==> config.mk <==
export PLATFORM = sky130hd
export DESIGN_NAME = period_meter
export DESIGN_NICKNAME = d
export VERILOG_FILES = /design/src/rtl/period_meter.sv
export SDC_FILE = /design/constraint.sdc
export NUM_CORES = 1
export LEC_CHECK = 0
export ABC_AREA = 1
export CAP_MARGIN = 20
export CORE_MARGIN = 3
export CORE_UTILIZATION = 40
export DETAILED_ROUTE_END_ITERATION = 6
export SETUP_SLACK_MARGIN = 0.02
export SLEW_MARGIN = 5
export SYNTH_ARGS = -nofsm -noshare
export SYNTH_HDL_FRONTEND = slang
export SYNTH_SLANG_ARGS = --single-unit
==> constraint.sdc <==
create_clock -name clk -period 3.8 [get_ports clk]
set_input_delay 0.76 -clock clk [delete_from_list [all_inputs] [get_ports clk]]
set_output_delay 0.76 -clock clk [all_outputs]
set_load 0.05 [all_outputs]
==> src/rtl/period_meter.sv <==
// Measures the clk-cycle interval between successive rising edges of tick and
// presents it as period / load_val through a valid/ready handshake.
module period_meter #(
    parameter int WIDTH = 28
) (
    input  logic             clk,
    input  logic             reset,
    input  logic             enable,
    input  logic             tick,
    output logic [WIDTH-1:0] period,
    output logic [WIDTH-1:0] load_val,
    output logic             period_valid,
    input  logic             period_ready,
    output logic             overflow,
    output logic             dropped
);

    typedef enum logic [1:0] {
        IDLE,
        ARM,
        MEASURE,
        SATURATED
    } state_t;

    // Largest count that can still be closed by an edge without cnt+1 wrapping.
    localparam logic [WIDTH-1:0] CNT_LIM = {{(WIDTH-1){1'b1}}, 1'b0};
    localparam logic [WIDTH-1:0] CNT_ONE = {{(WIDTH-1){1'b0}}, 1'b1};

    state_t           r_state;
    logic [WIDTH-1:0] r_cnt;
    logic             r_tick_prev;

    logic w_edge;
    logic w_accept;
    logic w_result;
    logic w_ovf_set;
    logic w_drop_set;

    assign w_edge     = tick & ~r_tick_prev;
    assign w_accept   = period_valid & period_ready;
    assign w_result   = enable && (r_state == MEASURE) && w_edge;
    assign w_ovf_set  = enable && (r_state == MEASURE) && !w_edge && (r_cnt == CNT_LIM);
    assign w_drop_set = w_result && period_valid && !period_ready;

    always_ff @(posedge clk or posedge reset) begin
        if (reset) begin
            r_state      <= IDLE;
            r_cnt        <= '0;
            r_tick_prev  <= 1'b0;
            period       <= '0;
            load_val     <= '0;
            period_valid <= 1'b0;
            overflow     <= 1'b0;
            dropped      <= 1'b0;
        end else begin
            r_tick_prev <= tick;

            if (!enable) begin
                r_state <= IDLE;
                r_cnt   <= '0;
            end else begin
                case (r_state)
                    IDLE: r_state <= ARM;
                    ARM: begin
                        if (w_edge) begin
                            r_cnt   <= '0;
                            r_state <= MEASURE;
                        end
                    end
                    MEASURE: begin
                        if (w_edge) begin
                            r_cnt <= '0;
                        end else if (r_cnt == CNT_LIM) begin
                            r_state <= SATURATED;
                        end else begin
                            r_cnt <= r_cnt + CNT_ONE;
                        end
                    end
                    SATURATED: begin
                        if (w_edge) begin
                            r_cnt   <= '0;
                            r_state <= MEASURE;
                        end
                    end
                    default: r_state <= IDLE;
                endcase
            end

            if (w_result) begin
                period       <= r_cnt + CNT_ONE;
                load_val     <= r_cnt;
                period_valid <= 1'b1;
            end else if (w_accept) begin
                period_valid <= 1'b0;
            end

            if (w_ovf_set) begin
                overflow <= 1'b1;
            end else if (w_accept) begin
                overflow <= 1'b0;
            end

            // A result landing on the accept cycle leaves dropped untouched.
            if (w_drop_set) begin
                dropped <= 1'b1;
            end else if (w_accept && !w_result) begin
                dropped <= 1'b0;
            end
        end
    end

endmodule

# Yosys cells after proc, flatten, opt, wreduce, memory -nomap -nowiden
# Index checks and enable logic that the tools add are counted.
[word_totals] register_bits=90 latchBits=0 ram_bits=0 mem_bits_ro=0 output_inout_bits=59 wordCells=53 mem_count=0
[op_classes] add_sub_neg=1 multipliers=0 div=0 n_lt_le_gt_ge=0 eq_ne=9 shift=0 muxes=15 bitwise_logic=3 n_reduce_logical=17
[op_table] op="28-bit 2-to-1 mux" n=4
[op_table] op="28-bit case mux with 2 select lines" n=1
[op_table] op="28-bit by 1-bit adder with 28-bit output (second input constant)" n=1
[op_table] op="28-bit equality test (second input constant)" n=1
[op_table] op="3-bit by 2-bit != test with 1-bit output (second input constant)" n=3
[op_table] op="2-bit 2-to-1 mux" n=4
[op_table] op="1-bit logical AND" n=7
[op_table] op="2-bit case mux with 3 select lines" n=1
[op_table] op="3-bit AND reduction" n=2
[op_table] op="2-bit nonzero test" n=3
[op_table] op="1-bit 2-to-1 mux" n=5
[op_table] op="2-bit equality test (second input constant)" n=2
[op_table] op="4-bit != test (second input constant)" n=1
[op_table] op="1-bit zero test" n=3
[op_table] op="3-bit != test (second input constant)" n=1
[op_table] op="1-bit AND" n=2
[op_table] op="2-bit by 1-bit equality test with 1-bit output (second input constant)" n=1
[op_table] op="2-bit zero test" n=1
[op_table] op="2-bit OR reduction" n=1
[op_table] op="1-bit NOT" n=1

# Longest topological paths before layout
# Gate-level depths: netlist of the first run.
[depth] ltp_word=7 depth_mapped=12 depth_no_buf=11

# Least setup slack after synthesis of the first run
# OpenSTA, ideal clock, no wires.
[synth_path] path_type="input port to flip-flop" from="in tick" to="reg load_val[1]" setup_ns=0.119 arrival_ns=1.701 required_ns=3.681 path_slack_ns=1.980 cell_stages=9 path_cell_list="inv_1 -> nor2_1 -> inv_1 -> nor2_4 -> inv_2 -> buf_2 -> buf_2 -> nand2_1 -> nand2_1"
[synth_between] elab_chain_cells=2
[synth_lines] item="from (decl)" line="9" rtl="input logic tick,"
[synth_lines] item="1-bit AND" line="39" rtl="assign w_edge = tick & ~r_tick_prev;"
[synth_lines] item="1-bit logical AND" line="41" rtl="assign w_result = enable && (r_state == MEASURE) && w_edge;"
[synth_lines] item="to (signal assigned)" line="91" rtl="load_val <= r_cnt;"
[synth_lines] item="to (decl)" line="11" rtl="output logic [WIDTH-1:0] load_val,"
# No other way between the ends.
# A chain may end at the register's enable or synchronous reset.

# Worst setup path after layout of the first run
[layout_path] from="in enable" to="reg r_cnt[11]"
[layout_between] elab_chain_cells=2 word_cells_on_any_way=5 cone_classes="3 x eq/ne; 1 x mux; 1 x reduce/logical"
[layout_lines] item="from (decl)" line="8" rtl="input logic enable,"
[layout_lines] item="4-bit != test (no line) / 3-bit by 2-bit != test with 1-bit output (equally long branches)"
[layout_lines] item="3-bit AND reduction (no line)"
[layout_lines] item="to (signal assigned)" line="76" rtl="r_cnt <= r_cnt + CNT_ONE;"
[layout_lines] item="to (decl)" line="30" rtl="logic [WIDTH-1:0] r_cnt;"
# Several ways; a longest one is shown, not always the timed one.

==> results of run 1 <==
## registers in the layout, indices dropped and copies added, names as in the netlist
signal and count:
r_tick_prev 1, overflow 1, period_valid 1, load_val 28, period 28, dropped 1, r_cnt 28, r_state 2
## logic make-up after synthesis
| kind of cell | share of synthesized area [%] |
|---|---|
| AND/OR/NAND/NOR | 29.6 |
| flip-flops | 53.7 |
| adder cells (fa/ha/maj) | 0.596 |
| buffers and inverters | 5.37 |
| XOR/XNOR | 2.71 |
| AO/OA/AOI/OAI | 8.05 |
## per-layer routing
layer,vias to the layer above,global-route usage (%),part of all wire (%)
met4,0,4.78,0.91
met2,68,24.1,43
met3,7,4.00,4.6
li1,1721,-,-
met5,-,0,0
met1,1494,24.9,51
## placed cells by master (no fill, tap or decap), types with 10 or more instances in the layout
cell type / instances
clkdlybuf4s50_1: 63
dfrtp_1: 90
inv_1: 32
nand2_1: 225
nand3_1: 10
nor2_1: 37
o21ai_0: 37
o21ai_1: 10
o21ai_2: 10
## path summary, 6_finish.rpt
check	end	depth (start not counted)	from
max	r_cnt[11]$_DFFE_PP0P_	10	enable
min	load_val[5]$_DFFE_PP0N_	2	load_val[5]$_DFFE_PP0N_
max reg2reg	r_cnt[11]$_DFFE_PP0P_	11	r_cnt[0]$_DFFE_PP0P_
min reg2reg	load_val[5]$_DFFE_PP0N_	2	load_val[5]$_DFFE_PP0N_
max in group asynchronous	r_cnt[19]$_DFFE_PP0P_	3	reset
min in group asynchronous	load_val[7]$_DFFE_PP0N_	2	reset
## area by class of cell
class | instances | share of cell area, %
Clock buffer | 11 | 2.55
Inverter | 35 | 2.57
Clock inverter | 5 | 1.53
Multi-Input combinational cell | 371 | 33.3
Timing Repair Buffer | 68 | 13.2
Sequential cell | 90 | 43.6
Tap cell | 133 | 3.23
## power by group
| group | leakage, nW | internal (W) | switching (W) |
|---|---|---|---|
| sequential | 1.25 | 0.000984 | 0.0000225 |
| clock | 0.107 | 0.000370 | 0.000331 |
| combinational | 1.03 | 0.0000610 | 0.000165 |
| total | 2.39 | 0.00142 | 0.000518 |
## stage by stage
| stage | instances | total power, W |
|---|---|---|
| after CTS | 713 | 0.00196 |
| after global routing | 713 | 0.00202 |
| after global placement | 697 | 0.00125 |
| after detailed placement | 697 | 0.00126 |
| final | 713 | 0.00193 |
| after floorplan | 512 | 0.00120 |
## worst max-delay path, delay by kind of cell
kind                   cells  cell delay, ns
and+or+nand+nor            8            1.21
buffers and inverters      2            0.57
==> out/metrics.cfg, run 1 <==
[pwr]
vdd_ir_drop_max_mv = 0.185
power_density_mw_per_mm2 = 375
p_leak_nw = 2.39

[yosys]
async_reset_ff_share_pct = 100
synth.top_cell.area_share_pct = 53.7
ys_seq_area_share_pct = 53.7
syn_nets = 519
ys_types = 30
yosys_warnings = 0
synthCells = 512
synth_edf_count = 0
avgSynthCellArea_um2 = 8.19
yosys.area.top_type = dfrtp_1
synth_flop_cell = dfrtp_1
yosys_register_bits = 90
synth_area_mm2 = 0.00420
ys_top_cells_by_area = dfrtp_1 (54%), nand2_1 (20%), o21ai_0 (4.4%)
synth_most_common_cell = nand2_1
synthTopCellsByCount = nand2_1 (225), dfrtp_1 (90), nor2_1 (37), o21ai_0 (37), inv_1 (33)

[route]
firstDrtPassIters = 4
vias_per_cell = 4.61
route.detailed.drc = 0
drtIter0Drc = 141
ant_nets = 0
via_count = 3290
routed_wl_um = 9000
routedWlPerCell_um = 12.6

[clocking]
tritoncts = built
cts_setup_buffers = 0
cts_made_buffers = 9
htreeDepth = 3
cts_resized = 0
cts_hold_buf = 0
clock-root-buffer = clkbuf_8
clk_pin_slew_worst_paths_ns = 0.08
clkSinkCount = 90
cts.path.max_buffers = 2
clk_latency_ns = 0.35

[floorplanning]
initial_core_util_pct = 42.0
die_w_um = 108
core_area_mm2 = 0.0100
io-pin-count = 64
die_h_um = 108
die-area_mm2 = 0.0118
num_rows = 36

[final_layout]
multi_input_area_mm2 = 0.00172
ff_latch_area_mm2 = 0.00225
post-route-util_pct = 51.6
fillers = 987
area_growth_pct = 23.0
antenna_cells = 0
final_layout_size_suffix_gt1_share_pct = 8.10
finalInstanceArea_mm2 = 0.00516
num-nets-final = 582

[placed_design]
port_buffers = 63
dp_slack_ns = 1.10
gp_congestion = 0.903
dpl.hpwl_um = 6510
placed_area_mm2 = 0.00495

[hold_path]
min_path_type = flop to flop

[setup_path]
critPathMaxStageDelay_ns = 0.51
crit_path_end_kind = flop
critPathKind = input port to flop
reg2reg_setup_slack_ns = 1.83
cp.arrival_ns = 2.57
cpMostUsedCell = nand2_1
cp_cell_sequence = clkdlybuf4s50_1 -> inv_1 -> nor2_2 -> nand2_1 -> nor2_1 -> nand3_4 -> nand2_4 -> nor2_1 -> nand2_1 -> nand2_1
crit_required_ns = 4.04
critPathMaxFanout = 30
slowest_stage = clkdlybuf4s50_1
critPathLaunchType = input port

[timing]
fin_skew_ns = 0.0150
hold_violations = 0
grt_setup_unrepaired = false
fin_crit_sh_pct = 61.1
slew_headroom_pct = 40.9
setup_viol_count_final = 0
fin_ws_ns = 1.48
finalSetupTns_ns = 0
max_freq_ghz = 0.431
fin_crit_ns = 2.32
tightest_slew_ns = 0.887
drv_slew = 0
whs_ns = 0.472

[flow_run]
drv_cap = 0

[global_routing]
antenna_found_initial = 0
grt_pass1_wl_um = 15600
grt_max_degree = 55
globalRouteOverflowTotal = 0
grt_pass1_vias = 3241
track_usage_pct = 16.7

[outcome]
status = finished clean

No activity file was read; power rests on OpenSTA's default activity.
==> run 2: changes to the inputs <==
==> constraint.sdc (replaced) <==
create_clock -name clk -period 2.35 [get_ports clk]
set_input_delay 0.47 -clock clk [delete_from_list [all_inputs] [get_ports clk]]
set_output_delay 0.47 -clock clk [all_outputs]
set_load 0.05 [all_outputs]
==> run 2 against run 1 <==
Net effect: die area is the same; final cell count grew 0.14%; combinational power grew 72%.
==> out/metrics.cfg, run 2 (synthesis gave the netlist of run 1 again) <==
[outcome]
status = finished clean

[setup_path]
slowest_stage = clkdlybuf4s50_1
cpLargestDelayFamily = buffers and inverters
cp_cell_sequence = clkdlybuf4s50_1
critPathKind = flop to output pin
crit_path_start = period_valid$_DFFE_PP0P_
crit_required_ns = 1.88  ; -2.16 ns
cp_num_buf_inv = 1  ; -1
rr_startpoint = r_cnt[0]$_DFFE_PP0P_
critPathMaxFanout = 3  ; -90%
crit_path_end_kind = output pin
critPathMaxStageDelay_ns = 0.81  ; +0.30 ns
cp.arrival_ns = 1.54  ; -1.03 ns
critPathLaunchType = flop

[placed_design]
dpl.hpwl_um = 6510  ; about the same
port_buffers = 63  ; unchanged
dp_cells = 698  ; +0.14%
gp_congestion = 0.888  ; -1.7%

[timing]
grt_setup_unrepaired = false
setup_viol_count_final = 0  ; unchanged
fin_crit_sh_pct = 85.3
tightest_slew_ns = 0.512  ; -0.375 ns
hold_violations = 0  ; unchanged
finalSetupTns_ns = 0  ; unchanged
drv_slew = 0  ; unchanged
fin_skew_ns = 0.0138  ; -0.00119 ns
fin_crit_ns = 2.01
slew_headroom_pct = 65.8  ; +25 points
max_freq_ghz = 0.499

[clocking]
cts_made_buffers = 9  ; unchanged
clkSinkCount = 90  ; unchanged
cts_setup_buffers = 0  ; unchanged
cts_resized = 0  ; unchanged
cts_hold_buf = 0  ; unchanged
clk_latency_ns = 0.35  ; about the same
clk_pin_slew_worst_paths_ns = 0.09  ; about the same
clock-root-buffer = clkbuf_8
cts.path.max_buffers = 2  ; unchanged
tritoncts = built
htreeDepth = 3  ; unchanged

[floorplanning]
core_area_mm2 = 0.0100  ; unchanged
die_w_um = 108  ; unchanged
initial_core_util_pct = 42.0  ; unchanged
die_h_um = 108  ; unchanged
io-pin-count = 64  ; unchanged
num_rows = 36  ; unchanged
die-area_mm2 = 0.0118  ; unchanged

[final_layout]
antenna_cells = 0  ; unchanged
area_growth_pct = 22.8
final_common_cell = nand2_1
ff_latch_area_mm2 = 0.00225  ; unchanged
final_cell_mix = nand2_1 (225), dfrtp_1 (90), clkdlybuf4s50_1 (63)
final_layout_size_suffix_gt1_share_pct = 7.92  ; -0.19 points
final_cells = 714  ; +0.14%
num-nets-final = 583  ; +0.17%
multi_input_area_mm2 = 0.00172  ; unchanged
reg_top3 = load_val (28), period (28), r_cnt (28)
fillers = 999  ; +1.2%

[route]
routedWlPerCell_um = 12.6  ; -0.34%
vias_per_cell = 4.66  ; +0.95%
ant_nets = 0  ; unchanged
wl_met1_um = 4520  ; -2.4%
drtIter0Drc = 167  ; +18%
via_count = 3326  ; +1.1%
firstDrtPassIters = 6  ; +2
routed_wl_um = 8980  ; -0.20%
route.detailed.drc = 0  ; unchanged
topRoutingLayerUsed = met4
wl_met3_um = 378  ; -9.1%
wl_met2_um = 3960  ; +2.5%

[pwr]
power_density_mw_per_mm2 = 570  ; +52%
vdd_ir_drop_max_mv = 0.239  ; +29%
p_leak_nw = 2.37  ; -0.75%

[global_routing]
antenna_found_initial = 0  ; unchanged
grt_pass1_vias = 3235  ; -0.19%
grt_pass1_wl_um = 15900  ; +1.9%
track_usage_pct = 17.0  ; +0.36 points
grt_max_degree = 91  ; +65%
globalRouteOverflowTotal = 0  ; unchanged

[hold_path]
min_path_type = flop to flop
min_from = load_val[2]$_DFFE_PP0N_

[flow_run]
drv_cap = 0  ; unchanged

-- run 2: cell count changes in the layout (fill, tap and decap cells not counted), sizes merged --
| cell | delta |
|---|---|
| clkbuf | +3 |
| clkinv | -3 |
| bufinv | -2 |
| clkinvlp | +2 |
| buf | +1 |
-- run 2: per-layer routing --
layer | vias to the layer above | track usage (%)
met2 | 71 | 25.4
met3 | 9 | 3.40
met4 | 0 | 6.04
li1 | 1718 | -
met1 | 1528 | 24.7
met5 | - | 0
-- run 2: final timing paths --
check                                                to  slack, ns  depth (start not counted)
worst max-delay path                       period_valid       0.34                          1
worst min-delay path            load_val[2]$_DFFE_PP0N_       0.48                          2
worst min register to register  load_val[2]$_DFFE_PP0N_       0.48                          2
min in group asynchronous       load_val[4]$_DFFE_PP0N_       0.60                          3
max in group asynchronous        period[15]$_DFFE_PP0N_       1.41                          3
worst max register to register    r_cnt[11]$_DFFE_PP0P_       0.46                         11
-- run 2: area by class of cell --
cell class	count	area share, %
Sequential cell	90	43.7
Multi-Input combinational cell	371	33.4
Timing Repair Buffer	69	13.8
Tap cell	133	3.23
Clock buffer	14	2.96
Inverter	35	2.62
Clock inverter	2	0.243
-- run 2: metrics by stage --
step	total power [W]	instance area, um^2	worst slack, ns	hold WS (ns)	util (%)
after CTS	0.00297	5150	0.320	0.479	51.5
after detailed placement	0.00205	4980	0.181	0.458	49.8
after global placement	0.00205	4980	0.245	0.455	49.8
after floorplan	0.00193	4200	0.820	0.493	-
after global routing	0.00308	5150	0.233	0.510	51.5
final	0.00294	5150	0.345	0.476	51.5
-- run 2: where the power goes --
part / internal, W / switching (W) / leakage (nW) / total (W)
Sequential: 0.00159 / 0.0000366 / 1.25 / 0.00163
Clock: 0.000414 / 0.000508 / 0.0807 / 0.000922
Combinational: 0.000120 / 0.000267 / 1.04 / 0.000388
Total: 0.00213 / 0.000812 / 2.37 / 0.00294
